==> src/rtl/musica_pkg.sv <==
// Shared definitions for the tone path: frequency word width, system clock and FSM encoding.
package musica_pkg;

    localparam int FREQ_W = 32;
    localparam int CLK_HZ = 25_000_000;

    typedef enum logic [1:0] {
        IDLE   = 2'd0,
        GATE   = 2'd1,
        UPDATE = 2'd2
    } estado_t;

endpackage

==> src/rtl/sincronizador_flanco.sv <==
// Brings an asynchronous input into clk domain (2-FF) and flags each rising edge.
// rise is high for one cycle, two clk edges after the pin change is first sampled.
module sincronizador_flanco (
    input  logic clk,
    input  logic rst_n,
    input  logic sig_in,
    output logic rise
);

    logic s1_q, s1_d;
    logic s2_q, s2_d;
    logic prev_q, prev_d;

    always_comb begin
        s1_d   = sig_in;
        s2_d   = s1_q;
        prev_d = s2_q;
    end

    always_ff @(posedge clk or negedge rst_n) begin
        if (!rst_n) begin
            s1_q   <= 1'b0;
            s2_q   <= 1'b0;
            prev_q <= 1'b0;
        end else begin
            s1_q   <= s1_d;
            s2_q   <= s2_d;
            prev_q <= prev_d;
        end
    end

    // Decoded from registered bits so the counter sees it on the third clk after the pin.
    assign rise = s2_q & ~prev_q;

endmodule

==> src/rtl/medidor_frecuencia.sv <==
// Counts rising edges of sig_in over a GATE_CYCLES window and reports edges*SCALE as Hz.
// First valid GATE_CYCLES+2 clk after en rises, then every GATE_CYCLES+1 clk; no backpressure.
module medidor_frecuencia #(
    parameter int CLK_HZ      = musica_pkg::CLK_HZ,
    parameter int GATE_CYCLES = 2_500_000,
    parameter int SCALE       = CLK_HZ / GATE_CYCLES,
    parameter int CNT_W       = 24
) (
    input  logic                          clk,
    input  logic                          rst_n,
    input  logic                          en,
    input  logic                          sig_in,
    output logic [musica_pkg::FREQ_W-1:0] freq,
    output logic [CNT_W-1:0]              edges,
    output logic                          valid,
    output logic                          overflow,
    output logic                          no_signal
);
    import musica_pkg::*;

    localparam int GATE_W = (GATE_CYCLES > 1) ? $clog2(GATE_CYCLES) : 1;
    localparam logic [GATE_W-1:0] GATE_LAST = GATE_W'(GATE_CYCLES - 1);
    localparam logic [CNT_W-1:0]  EDGE_MAX  = {CNT_W{1'b1}};
    localparam logic [FREQ_W-1:0] SCALE_V   = FREQ_W'(SCALE);

    logic rise;

    sincronizador_flanco u_sync (
        .clk    (clk),
        .rst_n  (rst_n),
        .sig_in (sig_in),
        .rise   (rise)
    );

    estado_t           state_q, state_d;
    logic [GATE_W-1:0] gate_cnt_q, gate_cnt_d;
    logic [CNT_W-1:0]  edge_cnt_q, edge_cnt_d;
    logic [FREQ_W-1:0] freq_q, freq_d;
    logic [CNT_W-1:0]  edges_q, edges_d;
    logic              valid_q, valid_d;
    logic              overflow_q, overflow_d;
    logic              no_signal_q, no_signal_d;
    logic [FREQ_W-1:0] edge_ext;

    assign edge_ext = {{(FREQ_W - CNT_W){1'b0}}, edge_cnt_q};

    always_comb begin
        state_d     = state_q;
        gate_cnt_d  = gate_cnt_q;
        edge_cnt_d  = edge_cnt_q;
        freq_d      = freq_q;
        edges_d     = edges_q;
        overflow_d  = overflow_q;
        no_signal_d = no_signal_q;
        valid_d     = 1'b0;

        case (state_q)
            IDLE: begin
                gate_cnt_d = '0;
                edge_cnt_d = '0;
                if (en) state_d = GATE;
            end
            GATE: begin
                if (!en) begin
                    state_d    = IDLE;
                    gate_cnt_d = '0;
                    edge_cnt_d = '0;
                end else begin
                    if (rise && (edge_cnt_q != EDGE_MAX)) edge_cnt_d = edge_cnt_q + 1'b1;
                    if (gate_cnt_q == GATE_LAST) begin
                        state_d    = UPDATE;
                        gate_cnt_d = '0;
                    end else begin
                        gate_cnt_d = gate_cnt_q + 1'b1;
                    end
                end
            end
            UPDATE: begin
                edges_d     = edge_cnt_q;
                freq_d      = edge_ext * SCALE_V;
                overflow_d  = (edge_cnt_q == EDGE_MAX);
                no_signal_d = (edge_cnt_q == '0);
                valid_d     = 1'b1;
                gate_cnt_d  = '0;
                // A rise landing in this cycle belongs to the window that starts next.
                edge_cnt_d  = (rise && en) ? CNT_W'(1) : '0;
                state_d     = en ? GATE : IDLE;
            end
            default: begin
                state_d    = IDLE;
                gate_cnt_d = '0;
                edge_cnt_d = '0;
            end
        endcase
    end

    always_ff @(posedge clk or negedge rst_n) begin
        if (!rst_n) begin
            state_q     <= IDLE;
            gate_cnt_q  <= '0;
            edge_cnt_q  <= '0;
            freq_q      <= '0;
            edges_q     <= '0;
            valid_q     <= 1'b0;
            overflow_q  <= 1'b0;
            no_signal_q <= 1'b0;
        end else begin
            state_q     <= state_d;
            gate_cnt_q  <= gate_cnt_d;
            edge_cnt_q  <= edge_cnt_d;
            freq_q      <= freq_d;
            edges_q     <= edges_d;
            valid_q     <= valid_d;
            overflow_q  <= overflow_d;
            no_signal_q <= no_signal_d;
        end
    end

    assign freq      = freq_q;
    assign edges     = edges_q;
    assign valid     = valid_q;
    assign overflow  = overflow_q;
    assign no_signal = no_signal_q;

endmodule

==> config.mk <==
export PLATFORM = sky130hd
export DESIGN_NAME = medidor_frecuencia
export DESIGN_NICKNAME = d
export VERILOG_FILES = /design/src/rtl/musica_pkg.sv /design/src/rtl/sincronizador_flanco.sv /design/src/rtl/medidor_frecuencia.sv
export SDC_FILE = /design/constraint.sdc
export NUM_CORES = 1
export LEC_CHECK = 0
export CORE_ASPECT_RATIO = 0.7
export CORE_MARGIN = 3
export CORE_UTILIZATION = 62
export DETAILED_ROUTE_END_ITERATION = 8
export HOLD_SLACK_MARGIN = 0.08
export PLACE_DENSITY_LB_ADDON = 0.3
export SLEW_MARGIN = 20
export SYNTH_ARGS = -nofsm -noshare
export SYNTH_HDL_FRONTEND = slang
export SYNTH_SLANG_ARGS = --single-unit
==> constraint.sdc <==
create_clock -name clk -period 5.8 [get_ports clk]
set_input_delay 1.16 -clock clk [delete_from_list [all_inputs] [get_ports clk]]
set_output_delay 1.16 -clock clk [all_outputs]
set_load 0.01 [all_outputs]
# [After elaboration in Yosys (flattened, before gate mapping)]
# Index checks and enable logic that the tools add are counted.
[word_totals] register_bits=109 inputBits=4 out_inout_bits=59 elab_cells=42
[op_classes] add_sub_neg=2 multipliers=1 n_eq_ne=8 n_mux=13 bitwise=2 reduce_logical=5
[op_table] operator="$mux W22" n=3
[op_table] operator="$mux W24" n=2
[op_table] operator="$pmux W24 S2" n=1
[op_table] operator="$mul A24 B3 Y27 const B" n=1
[op_table] operator="$add A24 B1 Y24 const B" n=1
[op_table] operator="$eq A24 B24 Y1 const B" n=1
[op_table] operator="$logic_not A24 Y1" n=1
[op_table] operator="$ne A24 B24 Y1 const B" n=1
[op_table] operator="$add A22 B1 Y22 const B" n=1
[op_table] operator="$eq A22 B22 Y1 const B" n=1
[op_table] operator="$mux W2" n=3
[op_table] operator="$ne A3 B3 Y1 const B" n=2
[op_table] operator="$pmux W2 S3" n=1
[op_table] operator="$mux W1" n=3
[op_table] operator="$eq A2 B1 Y1 const B" n=1
[op_table] operator="$eq A2 B2 Y1 const B" n=1
[op_table] operator="$logic_and A1 B1 Y1" n=2
[op_table] operator="$logic_not A2 Y1" n=1
[op_table] operator="$ne A2 B2 Y1 const B" n=1
[op_table] operator="$reduce_and A2 Y1" n=1
[op_table] operator="$and A1 B1 Y1" n=1
[op_table] operator="$not A1 Y1" n=1

# [Depth between registers and ports, before layout]
[logic_depth] depth_word=6 mapped_depth=10 mapped_depth_nobuf=10

# [Hierarchy]
# A second synthesis with hierarchy kept.
[unflattened] hier_cells=635 area_unflattened_um2=6227.2
[by_module_without_submodules] module="medidor_frecuencia" n_inst=1 cells_per_inst=631 area_each_um2=6138.4 seq_area_each_um2=2502.4
[by_module_without_submodules] module="sincronizador_flanco" n_inst=1 cells_per_inst=4 area_each_um2=88.8 seq_area_each_um2=75.1

# [Worst setup path after synthesis]
# No wires, ideal clock.
[synth_path] kind="register -> register" start="reg edge_cnt_q[3]" end="reg freq_q[18] (netlist: freq[18])" setup_ns=0.125 arrival_time_ns=2.704 t_required_ns=5.675 setup_slack_ns=2.971 path_stages_with_launch=11 n_path_buf=0 synth_period_minus_slack_ns=2.829 path_cell_list="dfrtp_1 ha_1 ha_1 fa_1 a21oi_1 o211ai_1 a31oi_1 o21a_1 o21ai_1 xor2_1 mux2_2"
[synth_between] elab_chain_len=1
[synth_lines] item="start: declaration" line="medidor_frecuencia.sv:37" text="logic [CNT_W-1:0] edge_cnt_q, edge_cnt_d;"
[synth_lines] item="start signal: assignment" line="medidor_frecuencia.sv:110" text="edge_cnt_q <= edge_cnt_d;"
[synth_lines] item="$mul A24 B3 Y27" line="medidor_frecuencia.sv:80" text="freq_d = edge_ext * SCALE_V;"
[synth_lines] item="end signal: assignment" line="medidor_frecuencia.sv:111" text="freq_q <= freq_d;"
[synth_lines] item="end: declaration" line="medidor_frecuencia.sv:38" text="logic [FREQ_W-1:0] freq_q, freq_d;"
# No other way between the ends.
# A chain may end at the register's enable or synchronous reset.

# [Worst setup path in the final report]
# Ends and elaborated chain as after synthesis.

==> flow_summary.toml <==
[logic_synthesis]
synth_xor_area_share_pct = 5.07
yosysSeqAreaShare_pct = 41.5
synth_top_cell_by_area = "dfrtp_1"
synth_fa_ha_area_share_pct = 10.6
synthTopCellsByArea = "dfrtp_1 41%, ha_1 10%, mux2_2 7.4%"
ys.flop_type = "dfrtp_1"
synth_top_area_share_pct = 41.5
synth_cell_types = 64
synthSimpleGateAreaFrac_pct = 19.4
synth-seq-cells = 103
synth_top_family_by_area = "simple AND/OR/NAND/NOR gates"
syn_area_per_cell_um2 = 9.65
syn-cell-area_mm2 = 0.00621
synth_cells = 644
synth_compound_area_share_pct = 12.0
yosysWarnings = 0
async_flop_share_pct = 100
synth_mux_area_share_pct = 7.91
synth-edff-count = 0

[sta]
max_freq_mhz = 304
fin_crit_sh_pct = 56.6
rsz0062_at_grt = "no"
fin_ws_ns = 2.51
slew_headroom_pct = 35.3
setup_viol = 0
final.setup.tns_ns = 0
worstMarginPinSlew_ns = 0.970
finalCriticalPeriod_ns = 3.29
hold_violations = 0
drv_slew = 0
finalClockSkew_ns = 0.00637

[worst_setup_path]
start_kind = "flip-flop"
rr_worst_depth = 10
reg2reg_to = "freq[18]"
critPathArrivalTime_ns = 3.53
r2r-start = "edge_cnt_q[3]"
crit_required_ns = 6.04
path_class = "flip-flop to flip-flop"
reg2reg_slack_ns = 2.51
cp_max_fo = 10
endpoint_kind = "flip-flop"

[floorplanning]
dieArea_mm2 = 0.0113
core_mm2 = 0.00940
ios = 63
die_w_um = 126
rows = 29
fp.dieH_um = 89.8
initial_core_util_pct = 66.1

[detailed_routing]
drt-initial-drc-count = 515
vias = 5141
drt_wl_total_um = 15000
viasPerCell = 6.30
drt_pass1_iterations = 6
drc = 0
routedWlPerCell_um = 18.4
ant_nets = 0

[placed_design]
gp_congestion = 0.891
pre_cts_slack_ns = 2.60
hpwlAfterDp_um = 10500
dpl.cell_count = 800
port-buffer-count = 57

[cts]
postCtsHoldBufs = 0
post-cts-setup-buffer-count = 0
postCtsResizedCells = 0
h-tree-depth = 3
cts_tree = "done"
cts_root_buf = "clkbuf_16"
clock_path_buffers = 2
insertion_delay_ns = 0.35
cts_buffers = 9
cts_sinks = 103
cts.clk_slew.worst_paths_ns = 0.08

[power_and_ir_drop]
p_leak_nw = 3.29
comb_power_share_pct = 8.8
p_int_w = 0.00106
clkPwrFrac_pct = 41.0
p_switching_w = 0.000401
power_density_mw_per_mm2 = 205
seqPwrFrac_pct = 50.2
irDropWorstVdd_mv = 0.165
p_sw_share_pct = 27.5

[global_route]
grt_pass1_wl_um = 25700
antenna_found_initial = 0
grt_max_degree = 59
grtUsageTotal_pct = 27.7
grt_overflow_total = 0
grt_pass1_vias = 5066

[finish]
antenna_cells = 0
layout_common_cells = "103 x dfrtp_1, 68 x nand2_1, 56 x clkdlybuf4s50_1"
layout_commonest_cell = "dfrtp_1"
fin_cells = 816
area.growth.synth_to_final_pct = 14.4
layout-drive-gt1-share_pct = 11.4
layout.nets = 743

[hold_path]
min_path_type = "flip-flop to flip-flop"
holdCritStartpoint = "u_sync.s1_q"
whs_endpoint = "u_sync.prev_d"
hold_depth = 0

[outcome]
outcome = "complete, no violations"

[run]
drv_cap = 0
cell families (layout without fill, tap and decap cells):
group	after synthesis	in the layout
adders and majority gates	52	52
xor gates and xnor gates	36	36
muxes	44	44
other	1	5
and+or+nand+nor	238	238
DFF	103	103
buffers and inverters	49	93
AOI/OAI and AO/OA	121	121
state kept, by name, summed over array words and instances (netlist names):
register       cells
edge_cnt_q        24
state_q            2
u_sync.s1_q        1
valid              1
no_signal          1
gate_cnt_q        22
u_sync.prev_q      1
edges             24
freq              25
u_sync.prev_d      1
overflow           1
layout make-up:
class                   count  area (µm²)
well taps                 124         155
fillers                   649        2290
flip-flops and latches    103        2580
inverters                  18        67.6
repair buffers             59         583
clock buffers               9         225
multi-input cells         496        3440
clock inverters             7        65.1
through the flow:
stage | hold slack [ns] | total power (W) | instance area (µm²) | util, %
2_1_floorplan | 0.331 | 0.000833 | 6230 | -
3_3_place_gp | 0.334 | 0.000863 | 6820 | 72.6
3_5_place_dp | 0.347 | 0.000872 | 6820 | 72.6
4_1_cts | 0.372 | 0.00147 | 7110 | 75.7
5_1_grt | 0.373 | 0.00152 | 7110 | 75.7
6_report | 0.368 | 0.00146 | 7110 | 75.7
worst max-delay path: stages, from the launching register on:
cell and delay [ns]:
dfrtp_1 0.54, ha_1 0.30, ha_1 0.23, fa_1 0.41
a21oi_1 0.27, o211ai_1 0.17, a31oi_1 0.30, o21a_1 0.31
o21ai_1 0.17, xor2_1 0.18, mux2_2 0.29
power groups by stage:
stage	logic [W]	registers [W]	clock network [W]
after floorplan	0.0000877	0.000745	0
after detailed placement	0.000125	0.000747	0
after CTS	0.000127	0.000732	0.000608
final	0.000128	0.000733	0.000599
after global routing	0.000146	0.000733	0.000638
after global placement	0.000117	0.000746	0
metal layers:
metal	vias to the layer above	GRT usage [%]	share of wire (%)
met3	26	7.11	7.7
met4	0	8.12	1.5
met2	244	41.9	46
met1	2481	39.5	45
li1	2390	-	-
met5	-	0	0
synth_stat cells (2+ instances only):
cell      number
o21ai_0       30
nor2_1        55
a21o_1         9
mux2_2        41
nand4_1       13
a21oi_1       36
or3_4          2
o31ai_1        5
nor2b_1        2
and3_2         3
nor3_1        13
nand2_1       68
nor4b_1        3
a221oi_1       2
a31o_2         2
dfrtp_1      103
nand2b_1       4
inv_1         18
buf_1          2
a31oi_1       10
o211ai_1       2
nand3_2        2
nor2_4         2
mux2i_1        3
buf_2          5
and2_1         5
ha_1          51
o21bai_1       4
xor2_1        20
clkbuf_1      17
xnor2_1       16
o311ai_0       2
nor4_1         9
o21a_1         5
or3_1         10
buf_4          7
nand3_1       26
and3_1        10
o22ai_1        2
how the worst max path moves through the flow:
| stage | from | endpoint | slack, ns |
|---|---|---|---|
| 3_5_place_dp | edge_cnt_q[3] | freq[18] | 2.60 |
| 6_report | edge_cnt_q[3] | freq[18] | 2.51 |
| 3_3_place_gp | edge_cnt_q[3] | freq[18] | 2.74 |
| 2_1_floorplan | edge_cnt_q[3] | freq[18] | 2.97 |
| 5_1_grt | edge_cnt_q[3] | freq[18] | 2.33 |
| 4_1_cts | edge_cnt_q[3] | freq[18] | 2.54 |
Power figures use the tool's default switching activity.
